**config.mk**
```make
export PLATFORM = sky130hd
export DESIGN_NAME = rn_patch_sum
export DESIGN_NICKNAME = d
export VERILOG_FILES = /design/src/rtl/rn_patch_pkg.sv /design/src/rtl/rn_patch_dp.sv /design/src/rtl/rn_patch_sum.sv
export SDC_FILE = /design/constraint.sdc
export NUM_CORES = 1
export LEC_CHECK = 0
export CAP_MARGIN = 5
export CORE_ASPECT_RATIO = 0.6
export CORE_MARGIN = 2
export CORE_UTILIZATION = 56
export CTS_CLUSTER_DIAMETER = 200
export DETAILED_ROUTE_END_ITERATION = 16
export PLACE_DENSITY = 0.78
export SYNTH_ARGS = -nofsm -noshare
export SYNTH_HDL_FRONTEND = slang
export SYNTH_SLANG_ARGS = --single-unit
```
**constraint.sdc**
```tcl
create_clock -name clk -period 6.2 [get_ports clk]
set_input_delay 1.24 -clock clk [delete_from_list [all_inputs] [get_ports clk]]
set_output_delay 1.24 -clock clk [all_outputs]
set_load 0.05 [all_outputs]
```
**src/rtl/rn_patch_pkg.sv**
```systemverilog
// Shared encodings and sizing helper for the rn_patch window-statistic stage.
package rn_patch_pkg;

  typedef enum logic [1:0] {
    MODE_SUM9 = 2'd0,
    MODE_SUM8 = 2'd1,
    MODE_SAD8 = 2'd2,
    MODE_RSVD = 2'd3
  } mode_e;

  typedef enum logic [1:0] {
    ST_IDLE  = 2'd0,
    ST_RUN   = 2'd1,
    ST_FLUSH = 2'd2,
    ST_DONE  = 2'd3
  } state_e;

  // Nine DW-bit taps sum to at most 9*(2^DW-1), which always fits in DW+4 bits.
  function automatic int sum_w(input int dw);
    return dw + 4;
  endfunction

endpackage

```
**src/rtl/rn_patch_dp.sv**
```systemverilog
// One-channel 3x3 statistic tree: row partials then final sum, 2-cycle latency.
// No backpressure; a new window may enter every cycle.
module rn_patch_dp
  import rn_patch_pkg::*;
#(
  parameter int DW = 8
) (
  input  logic            clk,
  input  logic            rst,
  input  logic            vld_i,
  input  logic [1:0]      mode_i,
  input  logic [9*DW-1:0] taps_i,
  output logic [DW+3:0]   sum_o
);

  localparam int SW = sum_w(DW);
  localparam int PW = DW + 2;

  logic [8:0][DW-1:0] tap;
  logic [8:0][DW-1:0] term;
  logic [2:0][PW-1:0] row_d, row_q;
  logic               v1_d, v1_q;
  logic [SW-1:0]      sum_d, sum_q;

  always_comb begin
    tap  = taps_i;
    term = '0;
    // The centre term is zero under SAD as well, so every mode sums all nine terms.
    for (int i = 0; i < 9; i++) begin
      case (mode_e'(mode_i))
        MODE_SUM8: term[i] = (i == 4) ? '0 : tap[i];
        MODE_SAD8: term[i] = (tap[i] >= tap[4]) ? (tap[i] - tap[4]) : (tap[4] - tap[i]);
        default:   term[i] = tap[i];
      endcase
    end

    row_d = row_q;
    if (vld_i) begin
      for (int r = 0; r < 3; r++) begin
        row_d[r] = PW'(term[3*r]) + PW'(term[3*r+1]) + PW'(term[3*r+2]);
      end
    end

    v1_d  = vld_i;
    sum_d = v1_q ? (SW'(row_q[0]) + SW'(row_q[1]) + SW'(row_q[2])) : sum_q;
  end

  always_ff @(posedge clk) begin
    if (rst) begin
      row_q <= '0;
      v1_q  <= 1'b0;
      sum_q <= '0;
    end else begin
      row_q <= row_d;
      v1_q  <= v1_d;
      sum_q <= sum_d;
    end
  end

  assign sum_o = sum_q;

endmodule

```
**src/rtl/rn_patch_sum.sv**
```systemverilog
// Multi-channel 3x3 patch statistic with frame position tags; 2-cycle latency.
// No backpressure: done_o is a strobe, windows arriving while flushing are dropped and flagged.
module rn_patch_sum
  import rn_patch_pkg::*;
#(
  parameter int COLS = 7,
  parameter int ROWS = 7,
  parameter int DW   = 8,
  parameter int CH   = 1
) (
  input  logic                    clk,
  input  logic                    rst,
  input  logic                    done_i,
  input  logic [CH*9*DW-1:0]      taps_i,
  input  logic [1:0]              mode_i,
  output logic [CH*(DW+4)-1:0]    sum_o,
  output logic [$clog2(COLS)-1:0] col_o,
  output logic [$clog2(ROWS)-1:0] row_o,
  output logic                    edge_o,
  output logic                    done_o,
  output logic                    progress_done_o,
  output logic                    err_o
);

  localparam int SW = sum_w(DW);
  localparam int CW = $clog2(COLS);
  localparam int RW = $clog2(ROWS);
  localparam logic [CW-1:0] COL_LAST = CW'(COLS - 1);
  localparam logic [RW-1:0] ROW_LAST = RW'(ROWS - 1);

  state_e        state_q, state_d;
  logic [1:0]    mode_q, mode_d;
  logic [CW-1:0] col_q, col_d;
  logic [RW-1:0] row_q, row_d;
  logic          fl_q, fl_d;
  logic          prog_q, prog_d;
  logic          err_q, err_d;
  logic          v1_q, v1_d, v2_q, v2_d;
  logic [CW-1:0] c1_q, c1_d, c2_q, c2_d;
  logic [RW-1:0] r1_q, r1_d, r2_q, r2_d;
  logic          e1_q, e1_d, e2_q, e2_d;

  logic          accept;
  logic          last;
  logic          at_edge;
  logic [1:0]    dp_mode;

  always_comb begin
    state_d = state_q;
    mode_d  = mode_q;
    col_d   = col_q;
    row_d   = row_q;
    fl_d    = fl_q;
    prog_d  = 1'b0;

    accept  = done_i && (state_q == ST_IDLE || state_q == ST_RUN);
    err_d   = err_q | (done_i & ~accept);
    // The frame's first window is computed in the mode being latched alongside it.
    dp_mode = (state_q == ST_IDLE) ? mode_i : mode_q;
    last    = (col_q == COL_LAST) && (row_q == ROW_LAST);
    at_edge = (col_q == '0) || (col_q == COL_LAST) || (row_q == '0) || (row_q == ROW_LAST);

    case (state_q)
      ST_IDLE: begin
        if (accept) begin
          state_d = ST_RUN;
          mode_d  = mode_i;
        end
      end
      ST_FLUSH: begin
        if (fl_q) begin
          state_d = ST_DONE;
          prog_d  = 1'b1;
          fl_d    = 1'b0;
        end else begin
          fl_d = 1'b1;
        end
      end
      ST_DONE: state_d = ST_IDLE;
      default: ;
    endcase

    if (accept) begin
      if (last) begin
        state_d = ST_FLUSH;
        col_d   = '0;
        row_d   = '0;
        fl_d    = 1'b0;
      end else if (col_q == COL_LAST) begin
        col_d = '0;
        row_d = row_q + RW'(1);
      end else begin
        col_d = col_q + CW'(1);
      end
    end

    v1_d = accept;
    c1_d = accept ? col_q : c1_q;
    r1_d = accept ? row_q : r1_q;
    e1_d = accept ? at_edge : e1_q;
    v2_d = v1_q;
    c2_d = v1_q ? c1_q : c2_q;
    r2_d = v1_q ? r1_q : r2_q;
    e2_d = v1_q ? e1_q : e2_q;
  end

  always_ff @(posedge clk) begin
    if (rst) begin
      state_q <= ST_IDLE;
      mode_q  <= 2'd0;
      col_q   <= '0;
      row_q   <= '0;
      fl_q    <= 1'b0;
      prog_q  <= 1'b0;
      err_q   <= 1'b0;
      v1_q    <= 1'b0;
      c1_q    <= '0;
      r1_q    <= '0;
      e1_q    <= 1'b0;
      v2_q    <= 1'b0;
      c2_q    <= '0;
      r2_q    <= '0;
      e2_q    <= 1'b0;
    end else begin
      state_q <= state_d;
      mode_q  <= mode_d;
      col_q   <= col_d;
      row_q   <= row_d;
      fl_q    <= fl_d;
      prog_q  <= prog_d;
      err_q   <= err_d;
      v1_q    <= v1_d;
      c1_q    <= c1_d;
      r1_q    <= r1_d;
      e1_q    <= e1_d;
      v2_q    <= v2_d;
      c2_q    <= c2_d;
      r2_q    <= r2_d;
      e2_q    <= e2_d;
    end
  end

  for (genvar c = 0; c < CH; c++) begin : g_ch
    rn_patch_dp #(.DW(DW)) u_dp (
      .clk    (clk),
      .rst    (rst),
      .vld_i  (accept),
      .mode_i (dp_mode),
      .taps_i (taps_i[c*9*DW +: 9*DW]),
      .sum_o  (sum_o[c*SW +: SW])
    );
  end

  assign done_o          = v2_q;
  assign col_o           = c2_q;
  assign row_o           = r2_q;
  assign edge_o          = e2_q;
  assign progress_done_o = prog_q;
  assign err_o           = err_q;

endmodule

```
==> flow_metrics.env <==
export IMPL_run_status="complete, no violations"
export IMPL_cpMaxStageDelayCell="sky130_fd_sc_hd__clkdlybuf4s50_1"
export IMPL_post_route_min_period_ns=5.97
export IMPL_die_h_um=114
export IMPL_drt_iter0_drc=767
export IMPL_dieWidth_um=187
export IMPL_swShare_pct=45.8
export IMPL_dr_pass1_iters=5
export IMPL_clk_insertion_delay_late_ns=0.34
export IMPL_timing_max_transition_violations_final=0
export IMPL_required_ns=6.45
export IMPL_grt_antenna_before_repair=0
export IMPL_global_route_wire_length_before_repair_mm=52.1
export IMPL_worst_setup_path_start_kind="input pin"
export IMPL_ctsHtreeMaxLevel=3
export IMPL_critical_path_cell_chain="clkdlybuf4s50_1, buf_12, ha_1, inv_1, fa_1, a21o_1, a2111oi_4, o21ai_4, mux2i_1, a21oi_1, inv_1, fa_1, nor2b_1, o21ai_0, nor2b_1, xnor2_1, ha_1, o21ai_0, a21oi_1, o41ai_1, xnor2_1, a211oi_1"
export IMPL_timing_max_cap_violations=0
export IMPL_place_gp_congestion=0.993
export IMPL_most_common_flop_cell_mapped_by_yosys="sky130_fd_sc_hd__dfxtp_1"
export IMPL_worst_clock_skew_ns=0.00404
export IMPL_first_global_vias=10100
export IMPL_site_row_count=40
export IMPL_share_seq_of_total_power_pct=17.8
export IMPL_path_delay_family="compound AO/OA/AOI/OAI gates"
export IMPL_wire_per_inst_um=17.8
export IMPL_drcViolationCount=0
export IMPL_crit_end_category="register"
export IMPL_yosysUniqueCellTypes=65
export IMPL_final_fill_count=1718
export IMPL_holdWs_ns=0.455
export IMPL_holdCritPathClass="register to register"
export IMPL_comb_power_share_pct=67.4
export IMPL_synth_area_leaders="sky130_fd_sc_hd__ha_1 (21%), sky130_fd_sc_hd__dfxtp_1 (13%), sky130_fd_sc_hd__a21oi_1 (6.7%), sky130_fd_sc_hd__mux2i_1 (5.8%), sky130_fd_sc_hd__xnor2_1 (4.3%)"
export IMPL_met3RoutedLength_mm=2.63
export IMPL_path_max_fanout=8
export IMPL_synthesis_instances=1438
export IMPL_place_port_buffers=98
export IMPL_final_setup_fails=0
export IMPL_num_antenna_cells=0
export IMPL_vdd_ir_drop_worst_mv=0.203
export IMPL_ys_async_sr_fraction_pct=0
export IMPL_ctsLongestPathBuffers=2
export IMPL_p_int_w=0.00190
export IMPL_postSynthRegisterBits=71
export IMPL_cts_root_buf="sky130_fd_sc_hd__clkbuf_16"
export IMPL_synth_seq_area_share_pct=12.6
export IMPL_grt_start_max_net_pins=66
export IMPL_synth_top_cell_by_area="sky130_fd_sc_hd__ha_1"
export IMPL_wirelength_mm=32.2
export IMPL_max_slew_margin_pct=54.7
export IMPL_synth_edff_count=0
export IMPL_syn2layout_area_growth_pct=15.4
export IMPL_synthesis_yosys_warnings=0
export IMPL_netlist_area_mm2=0.0113
export IMPL_floorplan_die_area_mm2=0.0214
export IMPL_critical_path_at_ns=6.22
export IMPL_grt_usage_pct=30.1
export IMPL_total_of_hold_buffers_inserted_after_clock_tree_synthesis=0
export IMPL_ant_nets=0
export IMPL_power_switching_w=0.00161
export IMPL_mappedNetlistNets=1731
export IMPL_worst_pin_slew_ns=0.679
export IMPL_detailed_place_hpwl_mm=25.9
export IMPL_cts_reportedPaths_clkPinSlew_ns=0.06
export IMPL_r2r_slack_ns=1.80
export IMPL_synth_avg_cell_area_um2=7.87
export IMPL_finalCoreUtilization_pct=65.6
export IMPL_maxUsedRoutingLayer="met4"
export IMPL_timing_setup_critical_path_class="input pin to register"
export IMPL_proportion_of_power_drawn_by_the_clock_network_pct=14.8
export IMPL_crit_path_max_incr_delay_ns=0.50
export IMPL_routed_via_count=10900
export IMPL_route_detailed_vias_per_inst=6.02
export IMPL_dr_wl_met2_mm=13.5
export IMPL_detail_route_wirelength_met1_mm=15.7
export IMPL_clock_tree_from_tritoncts="yes"
export IMPL_drive_above_1_share_pct=7.28
export IMPL_yosys_area_top_type_share_pct=21.2
export IMPL_cellLeakagePower_nw=5.98
export IMPL_clock_sink_total=71
export IMPL_start_util_pct=56.8
export IMPL_final_period_utilization_pct=96.3
export IMPL_i_o_pin_total=99
export IMPL_cts_made_buffers=9
export IMPL_design_core_area_mm2=0.0199
export IMPL_ratio_of_total_power_to_cell_area_mw_per_mm2=269
export IMPL_timing_hold_violations_final=0
export IMPL_path_buf_inv=4
export IMPL_maxClockFrequency_ghz=0.167
export IMPL_finish_net_count=1827
export IMPL_grt_ovfl_total=0
[worst reg2reg max path, stage by stage, from the launching register on]
cell and delay (ns):
sky130_fd_sc_hd__dfxtp_1 0.38, sky130_fd_sc_hd__nor2_1 0.20, sky130_fd_sc_hd__mux2i_1 0.33, sky130_fd_sc_hd__ha_4 0.46, sky130_fd_sc_hd__mux2i_1 0.34, sky130_fd_sc_hd__ha_1 0.22, sky130_fd_sc_hd__inv_1 0.06, sky130_fd_sc_hd__fa_1 0.41
sky130_fd_sc_hd__nor2b_1 0.15, sky130_fd_sc_hd__o21ai_0 0.11, sky130_fd_sc_hd__nor2b_1 0.15, sky130_fd_sc_hd__xnor2_1 0.18, sky130_fd_sc_hd__ha_1 0.32, sky130_fd_sc_hd__o21ai_0 0.24, sky130_fd_sc_hd__a21oi_1 0.11, sky130_fd_sc_hd__o41ai_1 0.34
sky130_fd_sc_hd__xnor2_1 0.11, sky130_fd_sc_hd__a211oi_1 0.22
[final timing paths]
kind,startpoint,endpoint,depth (start not counted)
max,taps_i[32],g_ch[0].u_dp.row_q[28]$_SDFFE_PP0P_,22
min,c1_q[1]$_SDFFE_PP0P_,c1_q[1]$_SDFFE_PP0P_,2
max reg2reg,state_q[1]$_SDFF_PP0_,g_ch[0].u_dp.row_q[28]$_SDFFE_PP0P_,17
min reg2reg,c1_q[1]$_SDFFE_PP0P_,c1_q[1]$_SDFFE_PP0P_,2
[what timing repair did]
| item | in CTS | in global routing |
|---|---|---|
| gates resized for setup | 0 | 12 |
| endpoints found under the setup margin | 0 | 3 |
| setup buffers | 0 | 2 |
| endpoints found under the hold margin | 0 | 0 |
[state kept, by name, indices dropped and copies added (netlist names), 2 cells and up]
name,count
g_ch.u_dp.row_q,30
g_ch.u_dp.sum_o,12
r1_q,3
row_q,3
mode_q,2
col_o,3
c1_q,3
row_o,3
col_q,3
state_q,2
[routing by layer]
layer | vias up | global-route usage (%)
met5 | - | 0
met4 | 0 | 4.88
met3 | 35 | 4.90
met2 | 411 | 47.2
met1 | 5147 | 44.2
li1 | 5319 | -
[synth_stat cells (23+ instances only)]
| cell | number |
|---|---|
| sky130_fd_sc_hd__dfxtp_1 | 71 |
| sky130_fd_sc_hd__nor3_1 | 30 |
| sky130_fd_sc_hd__inv_1 | 114 |
| sky130_fd_sc_hd__a21oi_1 | 151 |
| sky130_fd_sc_hd__clkbuf_1 | 26 |
| sky130_fd_sc_hd__a21o_1 | 62 |
| sky130_fd_sc_hd__xnor2_1 | 56 |
| sky130_fd_sc_hd__nand2_1 | 125 |
| sky130_fd_sc_hd__nor2_1 | 128 |
| sky130_fd_sc_hd__xor2_1 | 27 |
| sky130_fd_sc_hd__nor2b_1 | 23 |
| sky130_fd_sc_hd__o21ai_0 | 50 |
| sky130_fd_sc_hd__ha_1 | 192 |
| sky130_fd_sc_hd__fa_1 | 24 |
| sky130_fd_sc_hd__mux2i_1 | 66 |
[cells by family (layout without fill, tap and decap cells)]
kind of cell	Yosys count	after routing	share of synthesized area (%)
buffers and inverters	173	274	6.43
flip-flops	71	71	12.6
AND/OR/NAND/NOR	413	413	17.3
multiplexers	78	78	7.14
AO/OA/AOI/OAI	404	404	24.6
XOR/XNOR	83	83	6.43
adder cells (fa/ha/maj)	216	216	25.5
[stage by stage]
| step | setup TNS, ns | total power, W | worst slack, ns | cells | instance area, um^2 |
|---|---|---|---|---|---|
| after floorplan | 0 | 0.00234 | 0.731 | 1438 | 11300 |
| after global placement | 0 | 0.00285 | 0.0971 | 1794 | 12700 |
| after detailed placement | -0.0671 | 0.00291 | -0.0671 | 1794 | 12700 |
| after CTS | 0 | 0.00345 | 0.240 | 1810 | 13000 |
| after global routing | -0.0179 | 0.00378 | -0.0179 | 1812 | 13100 |
| final | 0 | 0.00351 | 0.229 | 1812 | 13100 |
[power by group through the flow]
stage / Combinational, W / Sequential, W / Clock (W)
3_3_place_gp: 0.00223 / 0.000627 / 0
4_1_cts: 0.00230 / 0.000620 / 0.000526
6_report: 0.00237 / 0.000624 / 0.000519
2_1_floorplan: 0.00167 / 0.000664 / 0
3_5_place_dp: 0.00228 / 0.000628 / 0
5_1_grt: 0.00260 / 0.000630 / 0.000544
[cell usage in the layout (no fill, tap or decap), drive strengths merged, types with 17 or more instances in the layout]
cell type,n
nand2b,17
o21ai,55
ha,192
clkdlybuf4s50,97
xnor2,56
dfxtp,71
xor2,27
nor3,30
fa,24
nand2,125
nor2b,23
a31oi,21
buf,47
nor2,128
inv,115
nand3,17
a21o,67
a21oi,153
mux2i,71
[final cells by class]
class / count / area [um^2] / area share, %
multi-input cells: 1194 / 9220 / 70.6
flip-flops and latches: 71 / 1420 / 10.9
repair buffers: 144 / 1350 / 10.3
inverters: 114 / 432 / 3.31
well taps: 273 / 342 / 2.62
clock buffers: 10 / 229 / 1.75
clock inverters: 6 / 68.8 / 0.527
Note: power is estimated with default switching activity, not from simulation.
